[src/rtl/muldiv_pkg.sv]
// Shared op codes, FSM state codes and the conditional-negate helpers for the RV32M sequencer.
package muldiv_pkg;

  localparam logic [2:0] MDU_MUL    = 3'd0;
  localparam logic [2:0] MDU_MULH   = 3'd1;
  localparam logic [2:0] MDU_MULHSU = 3'd2;
  localparam logic [2:0] MDU_MULHU  = 3'd3;
  localparam logic [2:0] MDU_DIV    = 3'd4;
  localparam logic [2:0] MDU_DIVU   = 3'd5;
  localparam logic [2:0] MDU_REM    = 3'd6;
  localparam logic [2:0] MDU_REMU   = 3'd7;

  localparam logic [1:0] ST_IDLE = 2'd0;
  localparam logic [1:0] ST_CALC = 2'd1;
  localparam logic [1:0] ST_FIN  = 2'd2;

  localparam logic [4:0] LAST_STEP = 5'd31;

  // Two's-complement negate when n is set; used for operand magnitudes and result fix-up.
  function automatic logic [31:0] neg_if(input logic [31:0] v, input logic n);
    return n ? (~v + 32'd1) : v;
  endfunction

  function automatic logic [63:0] neg_if64(input logic [63:0] v, input logic n);
    return n ? (~v + 64'd1) : v;
  endfunction

endpackage

[src/rtl/muldiv_seq.sv]
// Iterative RV32M multiply/divide: start in IDLE, 32 CALC steps, done pulse in FIN (33 cycles; 1 for div special cases).
// No queueing: start is ignored while busy; flush or rst return to IDLE without a done pulse.
module muldiv_seq
  import muldiv_pkg::*;
(
  input  logic        clk,
  input  logic        rst,
  input  logic        start,
  input  logic [2:0]  funct3,
  input  logic [31:0] rs1,
  input  logic [31:0] rs2,
  input  logic        flush,
  output logic        busy,
  output logic        done,
  output logic [31:0] result
);

  logic [1:0]  state_q, state_d;
  logic [4:0]  cnt_q, cnt_d;
  logic [2:0]  op_q, op_d;
  logic        neg_q, neg_d;
  logic [63:0] acc_q, acc_d;
  logic [31:0] dvs_q, dvs_d;
  logic [31:0] rem_q, rem_d;
  logic        done_q, done_d;
  logic [31:0] result_q, result_d;

  logic        in_div;
  logic        a_signed;
  logic        b_signed;
  logic        res_neg;
  logic        div_zero;
  logic        div_ovf;
  logic [31:0] a_mag;
  logic [31:0] b_mag;
  logic [31:0] special_res;

  always_comb begin
    in_div   = funct3[2];
    a_signed = (funct3 == MDU_MULH) || (funct3 == MDU_MULHSU) ||
               (funct3 == MDU_DIV)  || (funct3 == MDU_REM);
    b_signed = (funct3 == MDU_MULH) || (funct3 == MDU_DIV) || (funct3 == MDU_REM);
    a_mag    = neg_if(rs1, a_signed & rs1[31]);
    b_mag    = neg_if(rs2, b_signed & rs2[31]);
    div_zero = in_div && (rs2 == 32'd0);
    div_ovf  = ((funct3 == MDU_DIV) || (funct3 == MDU_REM)) &&
               (rs1 == 32'h8000_0000) && (rs2 == 32'hFFFF_FFFF);
    case (funct3)
      MDU_MULH, MDU_DIV:  res_neg = rs1[31] ^ rs2[31];
      MDU_MULHSU, MDU_REM: res_neg = rs1[31];
      default:            res_neg = 1'b0;
    endcase
    // Quotient ops and remainder ops differ only in which special value they return.
    if ((funct3 == MDU_DIV) || (funct3 == MDU_DIVU)) begin
      special_res = div_zero ? 32'hFFFF_FFFF : 32'h8000_0000;
    end else begin
      special_res = div_zero ? rs1 : 32'd0;
    end
  end

  logic [32:0] mul_sum;
  logic [63:0] mul_nxt;
  logic [32:0] div_shl;
  logic [32:0] div_diff;
  logic [31:0] quo_nxt;
  logic [31:0] rem_nxt;
  logic [63:0] prod_fix;
  logic [31:0] quo_fix;
  logic [31:0] rem_fix;
  logic [31:0] fin_res;

  // acc_q holds {partial product, multiplier} for multiply and {0, dividend/quotient} for divide.
  always_comb begin
    mul_sum  = {1'b0, acc_q[63:32]} + (acc_q[0] ? {1'b0, dvs_q} : 33'd0);
    mul_nxt  = {mul_sum, acc_q[31:1]};
    div_shl  = {rem_q, acc_q[31]};
    div_diff = div_shl - {1'b0, dvs_q};
    quo_nxt  = {acc_q[30:0], ~div_diff[32]};
    rem_nxt  = div_diff[32] ? div_shl[31:0] : div_diff[31:0];
    prod_fix = neg_if64(mul_nxt, neg_q);
    quo_fix  = neg_if(quo_nxt, neg_q);
    rem_fix  = neg_if(rem_nxt, neg_q);
    case (op_q)
      MDU_MUL:                          fin_res = prod_fix[31:0];
      MDU_MULH, MDU_MULHSU, MDU_MULHU:  fin_res = prod_fix[63:32];
      MDU_DIV, MDU_DIVU:                fin_res = quo_fix;
      default:                          fin_res = rem_fix;
    endcase
  end

  always_comb begin
    state_d  = state_q;
    cnt_d    = cnt_q;
    op_d     = op_q;
    neg_d    = neg_q;
    acc_d    = acc_q;
    dvs_d    = dvs_q;
    rem_d    = rem_q;
    done_d   = 1'b0;
    result_d = result_q;
    case (state_q)
      ST_IDLE: begin
        if (start) begin
          op_d  = funct3;
          neg_d = res_neg;
          cnt_d = 5'd0;
          if (div_zero || div_ovf) begin
            result_d = special_res;
            done_d   = 1'b1;
            state_d  = ST_FIN;
          end else begin
            dvs_d   = in_div ? b_mag : a_mag;
            acc_d   = in_div ? {32'd0, a_mag} : {32'd0, b_mag};
            rem_d   = 32'd0;
            state_d = ST_CALC;
          end
        end
      end
      ST_CALC: begin
        cnt_d = cnt_q + 5'd1;
        if (op_q[2]) begin
          acc_d = {32'd0, quo_nxt};
          rem_d = rem_nxt;
        end else begin
          acc_d = mul_nxt;
        end
        // Result is registered on the last step so it is valid alongside done in FIN.
        if (cnt_q == LAST_STEP) begin
          result_d = fin_res;
          done_d   = 1'b1;
          state_d  = ST_FIN;
        end
      end
      ST_FIN: begin
        state_d = ST_IDLE;
      end
      default: begin
        state_d = ST_IDLE;
      end
    endcase
    if (flush) begin
      state_d  = ST_IDLE;
      cnt_d    = 5'd0;
      done_d   = 1'b0;
      result_d = result_q;
    end
  end

  always_ff @(posedge clk) begin
    if (rst) begin
      state_q  <= ST_IDLE;
      cnt_q    <= 5'd0;
      op_q     <= MDU_MUL;
      neg_q    <= 1'b0;
      acc_q    <= 64'd0;
      dvs_q    <= 32'd0;
      rem_q    <= 32'd0;
      done_q   <= 1'b0;
      result_q <= 32'd0;
    end else begin
      state_q  <= state_d;
      cnt_q    <= cnt_d;
      op_q     <= op_d;
      neg_q    <= neg_d;
      acc_q    <= acc_d;
      dvs_q    <= dvs_d;
      rem_q    <= rem_d;
      done_q   <= done_d;
      result_q <= result_d;
    end
  end

  assign busy   = (state_q != ST_IDLE);
  assign done   = done_q;
  assign result = result_q;

endmodule

[config.mk]
export PLATFORM = sky130hd
export DESIGN_NAME = muldiv_seq
export DESIGN_NICKNAME = d
export VERILOG_FILES = /design/src/rtl/muldiv_pkg.sv /design/src/rtl/muldiv_seq.sv
export SDC_FILE = /design/constraint.sdc
export NUM_CORES = 1
export LEC_CHECK = 0
export ABC_AREA = 1
export BUFFER_PORTS_ARGS = -buffer_cell sky130_fd_sc_hd__buf_2
export CAP_MARGIN = 20
export CORE_MARGIN = 2
export CORE_UTILIZATION = 40
export CTS_CLUSTER_SIZE = 16
export DETAILED_ROUTE_END_ITERATION = 16
export GPL_TIMING_DRIVEN = 0
export PLACE_DENSITY_LB_ADDON = 0.05
export SLEW_MARGIN = 20
export SYNTH_ARGS = -nofsm -noshare
export SYNTH_HDL_FRONTEND = slang
export SYNTH_SLANG_ARGS = --single-unit
[constraint.sdc]
create_clock -name clk -period 4.5 [get_ports clk]
set_clock_uncertainty 0.05 [all_clocks]
set_input_delay 0.45 -clock clk [delete_from_list [all_inputs] [get_ports clk]]
set_output_delay 0.45 -clock clk [all_outputs]
set_load 0.03 [all_outputs]
==> metrics.md, run 1 <==
| Metric | Value |
|---|---|
| Crit path max fanout | 10 |
| Status | finished, final reports clean |
| Number of I/O port buffers | a little over 100 |
| WHS Path Cells | 3 |
| Via count | between 20,000 and 25,000 |
| Fin area | 20,600 um2 |
| Sequential area share after synthesis | 0.186 |
| Top-count cell post-synth | nand2_1 |
| Minimum clock period | 4.43 ns |
| Avg Cell Area, Syn | between 5 and 6 um2 |
| Main flop type after synthesis | dfxtp_1 |
| Max-cap violations | 0 |
| RSZ-0062 raised after global routing | yes |
| DP HPWL | 75,800 um |
| Initial antenna violation count | 0 |
| Crit path from | acc_q[31] |
| Die Area | between 40,000 and 50,000 um2 |
| Yosys top cell by area | dfxtp_1 |
| Via-per-instance ratio | ~5.7 |
| Placed cell count | ~4,000 |
| Grt total ovfl | 0 |
| WL per Instance | between 20 and 25 um |
| Reg2reg setup slack | 0.07 ns |
| Final nets | roughly 3,500 |
| Largest net degree at the start of global routing | 17 |
| Slew headroom | 0.224 |
| Final Max Tran Viols | 0 |
| Gate Count Post-Synth | 3,275 |
| First-pass DRT Iterations | 7 |
| Synth-to-Final Area Change | 10.8% |
| Ys async rst share | 0 |
| Endpoints failing hold | 0 |
| EDFF count, synth | 0 |
| Die height | roughly 220 um |
| Top cells by area, synth | dfxtp_1, nand2_1, a21oi_1, inv_1, nor2_1 |
| CP startpoint kind | flop |
| Register area | about 3400 um2 |
| CP endpoint kind | flop |
| Hold_sp | rs1[0] |
| CTS clk-pin slew, worst paths | around 0.07 ns |
| Vias in the first global route | ~21,000 |
| Fill cells | 5,094 |
| DRC | 0 |
| Core ar. | about 46,000 um2 |
| Worst-Skew Late Latency | about 0.50 ns |
| LEAKAGE | around 10 nW |
| GPL Wtd Cong | ~1 |
| Post-Syn Nets | roughly 3,400 |
| DP Worst Slack | -1.00 ns |
| TritonCTS Buffers | 17 |
| Initial Util | 0.407 |
| Synth top cells by count | nand2_1, inv_1, nor2_1, a21oi_1, nand3_1 |
| Footprint of the multi-input gates | roughly 13,000 um2 |
| Worst Path Required | 4.83 ns |
| Reg2Reg Depth | 24 |
| Clk sinks | between 150 and 200 |
| Max VDD drop | 356 uV |
| H-tree levels | 4 |
| Crit path arrival time | 4.76 ns |
| Cell Area, Placed | slightly below 20,000 um2 |
| Fmax | ~230 MHz |
| Post-Syn Area | about 19,000 um2 |
| Post-Route WL | roughly 91,000 um |
| Fraction of layout cells with a size suffix above 1 | 0.0825 |
| Antenna diode instance count | 0 |
| Reg2reg start | acc_q[31] |
| CTS tree | built |
| Clock root cell | clkbuf_16 |
| Yosys reg bits | 172 |
| Chip width | around 220 um |
| Worst Setup Slack, final | about 0.07 ns |
| All-Layer GR Usage | 0.375 |
| Crit Path Class | reg -> reg |
| Min Hold Slack | 0.297 ns |
| Worst min path class | in -> reg |
| PD cells | between 200 and 250 nW/um2 |
| Post-Layout Cell Count | 4,007 |
| Final Cycle Share | 0.985 |
| Initial DRC count | 2,464 |
| Top-level port count | around 110 |
| First-pass GRT wire length | 132,000 um |
| Slew @ Worst Pin | 1.16 ns |
| Rows | between 70 and 80 |
| Yosys cell types | 65 |
| Top-area cell type share of the netlist area | 0.186 |
| Final setup fails | 0 |
| Final ANT Viol Nets | 0 |
| Yosys warnings | 0 |
| Maximum buffer depth of the clock tree | 2 |
## state kept, by name, summed over array words and instances, names as in the netlist
| name | count |
|---|---|
| dvs_q | 32 |
| neg_q | 1 |
| op_q | 3 |
| result | 32 |
| acc_q | 64 |
| done | 1 |
| cnt_q | 5 |
| rem_q | 32 |
| state_q | 2 |
## layout make-up
type                    instances  share of cell area
plain buffers                 140              0.0298
clock buffers                  19              0.0215
multi-input cells            2559               0.640
clock inverters                13             0.00633
repair buffers                102              0.0249
well taps                     600              0.0365
inverters                     402              0.0734
flip-flops and latches        172               0.168
## through the flow
step / TNS, ns / util / power (mW)
detailed placement: -16.64 / 0.435 / 3.42
CTS: 0 / 0.449 / 4.95
global placement: -15.19 / 0.435 / 3.41
floorplan: 0 / - / 2.74
finish: 0 / 0.451 / 5.00
global route: -0.0678 / 0.451 / 5.20
## repair_timing
action                     4_1_cts  5_1_grt
setup endpoints to repair       29       24
hold buffers                     0        0
hold endpoints to repair         0        0
gates resized for setup         25       21
pin swaps                        0        4
buffers inserted                 0        1
## worst paths after layout
kind | endpoint
max | result[4]
max reg2reg | result[4]
min | dvs_q[0]
min reg2reg | cnt_q[4]
## worst max-delay path, cell delays in order (launching register included)
cell      delay, ns
dfxtp_4        0.49
inv_2          0.12
ha_1           0.22
inv_1          0.18
fa_2           0.34
nand2_1        0.07
nand2_1        0.11
nand3_1        0.10
nand2_2        0.12
nand2_2        0.08
nand2_4        0.08
nand2_4        0.07
nand3_1        0.17
nand2_4        0.15
buf_6          0.18
ha_1           0.26
nor2_2         0.20
inv_2          0.12
clkbuf_4       0.21
o21ai_0        0.17
nor3_1         0.08
a311oi_2       0.35
o21ai_1        0.18
nand2_1        0.13
a21oi_1        0.07
## report_power, final
group	internal, mW	total (mW)	switching, mW
clock network	0.789	1.53	0.737
registers	1.59	1.69	0.103
logic	0.476	1.79	1.31
total	2.85	5.00	2.15
## cells by family after synthesis
family                   share of synthesized area
AND/OR/NAND/NOR                              0.394
AO/OA/AOI/OAI                                0.202
buffers and inverters                        0.114
flip-flops                                   0.186
XOR/XNOR                                    0.0543
adder cells (fa/ha/maj)                     0.0507
## per-layer routing
layer	GRT usage	vias to the layer above	part of all wire
li1	-	11000	-
met2	0.577	1030	0.43
met1	0.500	10600	0.43
met4	0.224	0	0.066
met5	0	-	0
met3	0.0452	194	0.071
## cells in the final DEF, fill, tap and decap left out, drive strengths merged, types with 7 or more instances in the layout
cell type | Yosys | routed
a21oi | 317 | 317
a22oi | 21 | 21
a31oi | 28 | 28
buf | 27 | 130
clkbuf | 115 | 131
clkinv | 4 | 7
dfxtp | 172 | 172
ha | 72 | 72
inv | 398 | 405
nand2 | 944 | 944
nand3 | 207 | 207
nand3b | 24 | 24
nand4 | 47 | 47
nor2 | 393 | 393
nor3 | 55 | 55
nor4 | 13 | 13
o211ai | 48 | 48
o21a | 8 | 8
o21ai | 190 | 190
o21bai | 7 | 7
o22ai | 12 | 12
or2 | 13 | 13
xnor2 | 36 | 36
xor2 | 79 | 79
Power figures use the tool's default switching activity.
==> run 2, diff against run 1 <==
Clock period 4.5 ns to 5.1 ns, I/O delays scaled along.
==> metrics.md, run 2 (same netlist as run 1, synthesis figures left out) <==
| Metric | Value |
|---|---|
| Post-Layout Cell Count | approximately 4,000 |
| Crit path max fanout | 10 |
| Chip width | about 220 um |
| Worst-Skew Late Latency | a little under 0.5 ns |
| WL per Instance | around 23 um |
| Clock root cell | clkbuf_16 |
| Crit path arrival time | about 5.3 ns |
| CTS tree | built |
| Rows | about 80 |
| CP cell instances | clkbuf_2, nand2_1, inv_1, ha_1, a21oi_1, nand2_1, nand2_1, nand2_1, xnor2_1, inv_1, nor2_1, nand3_2, nor2_2, nand2_1, nand2_1, o21ai_0, xor2_1, nand2_1, a21oi_1, o21ai_1, a21oi_1 |
| Fin area | between 20,000 and 25,000 um2 |
| Min Hold Slack | 0.358 ns |
| Top-level port count | about 110 |
| Worst path slowest cell | dfxtp_1 |
| Cell Area, Placed | 19,800 um2 |
| Total setup buffers inserted after CTS | 0 |
| TritonCTS Buffers | 17 |
| Worst min path class | in -> reg |
| Top reg by flops | acc_q |
| RSZ-0062 raised after global routing | no |
| All-Layer GR Usage | 0.375 |
| Largest net degree at the start of global routing | 17 |
| H-tree levels | 4 |
| LEAKAGE | 9.92 nW |
| Post-Route WL | 90,600 um |
| Synth-to-Final Area Change | 9.96% |
| Initial Util | 0.407 |
| Grt total ovfl | 0 |
| GPL Wtd Cong | roughly 1.0 |
| Max reg flops | 64 |
| Number of I/O port buffers | ~100 |
| WHS Path Cells | 3 |
| Hold_sp | rs1[0] |
| Cell mode on critical path | nand2_1 |
| Core ar. | 45,600 um2 |
| CTS clk-pin slew, worst paths | 0.07 ns |
| Reg2reg setup slack | 0.19 ns |
| Max VDD drop | ~310 uV |
| Final Cycle Share | 0.963 |
| Die Area | 48,100 um2 |
| Crit path buf inv count | 3 |
| Maximum buffer depth of the clock tree | 2 |
| Antenna diode instance count | 0 |
| Final Core Density | 0.448 |
| Most frequent cells in the layout | nand2_1, inv_1, nor2_1, a21oi_1, nand3_1 |
| Minimum clock period | a little under 5 ns |
| Initial DRC count | approximately 2,500 |
| Most common cell after layout, fill and taps aside | nand2_1 |
| Initial antenna violation count | 1 |
| Max-cap violations | 0 |
| Reg2Reg Depth | 21 |
| Hold buffer count at CTS | 0 |
| Status | finished, final reports clean |
| DP Worst Slack | -0.404 ns |
| Setup TNS | 0 ns |
| Final setup fails | 0 |
| Placed cell count | a little under 4,000 |
| Fmax | about 200 MHz |
| Via-per-instance ratio | between 5 and 6 |
| Slew headroom | 0.260 |
| Crit Path Class | reg -> reg |
| Vias in the first global route | 21,100 |
| First-pass GRT wire length | between 100,000 and 150,000 um |
| Final Max Tran Viols | 0 |
| First-pass DRT Iterations | 6 |
| Reg2reg start | acc_q[0] |
| Final ANT Viol Nets | 0 |
| Worst Setup Slack, final | around 0.19 ns |
| Slew @ Worst Pin | around 1.1 ns |
| Via count | 22,800 |
| CP endpoint kind | flop |
| Hold endpoint | dvs_q[0] |
| Fill cells | ~5,100 |
| Worst Path Required | between 5 and 6 ns |
| Final nets | 3,538 |
| CP top delay family | simple AND/OR/NAND/NOR gates |
| PD cells | around 220 nW/um2 |
| Worst R2R End | result[17] |
| Die height | ~220 um |
| Endpoints failing hold | 0 |
| Clk sinks | 172 |
| Worst path max stage delay | 0.57 ns |
| Footprint of the multi-input gates | 13,000 um2 |
| Register area | 3450 um2 |
| CP startpoint kind | flop |
| Fraction of layout cells with a size suffix above 1 | 0.0734 |
| DRC | 0 |
| DP HPWL | between 70,000 and 80,000 um |
| Total Power | ~4.4 mW |
==> run 2: what timing repair did <==
item | CTS | global route
setup endpoints to repair | 12 | 18
resized for setup | 3 | 8
gates cloned | 0 | 0
pin swaps | 0 | 0
==> run 2: per-layer routing <==
metal | up-vias | global-route usage | share of wire
li1 | 11000 | - | -
met1 | 10600 | 0.497 | 0.43
met2 | 1022 | 0.578 | 0.43
met3 | 181 | 0.0520 | 0.070
met4 | 0 | 0.218 | 0.064
met5 | - | 0 | 0
==> run 2: worst reg2reg max path: cells and delay by family (launching register included) <==
kind                       cells  cell delay, ns
buffers and inverters          3            0.64
and+or+nand+nor               10            1.39
AOI/OAI and AO/OA              5            1.33
DFF                            1            0.57
xor gates and xnor gates       2            0.60
adders and majority gates      1            0.29
==> run 2: worst max path at each step <==
| stage | startpoint | to | slack [ns] | cells after the start |
|---|---|---|---|---|
| floorplan | acc_q[31] | result[4] | 1.66 | 26 |
| CTS | acc_q[31] | result[26] | 0.09 | 24 |
| finish | acc_q[0] | result[17] | 0.19 | 21 |
| global placement | acc_q[31] | result[26] | -0.37 | 25 |
| global route | acc_q[0] | result[17] | 0.03 | 21 |
| detailed placement | acc_q[31] | result[10] | -0.40 | 25 |
==> run 2: final cells by class <==
class | instances | share of cell area
multi-input combinational | 2559 | 0.638
sequential | 172 | 0.169
inverter | 402 | 0.0739
tap | 600 | 0.0368
buffer | 140 | 0.0298
timing repair buffer | 101 | 0.0248
clock buffer | 19 | 0.0217
clock inverter | 13 | 0.00638
==> run 2: where the power goes <==
part	internal (mW)	total, mW	leakage, nW	switching [mW]
Clock	0.696	1.34	0.279	0.646
Sequential	1.40	1.49	1.40	0.0906
Combinational	0.413	1.56	8.24	1.15
Total	2.51	4.39	9.92	1.88
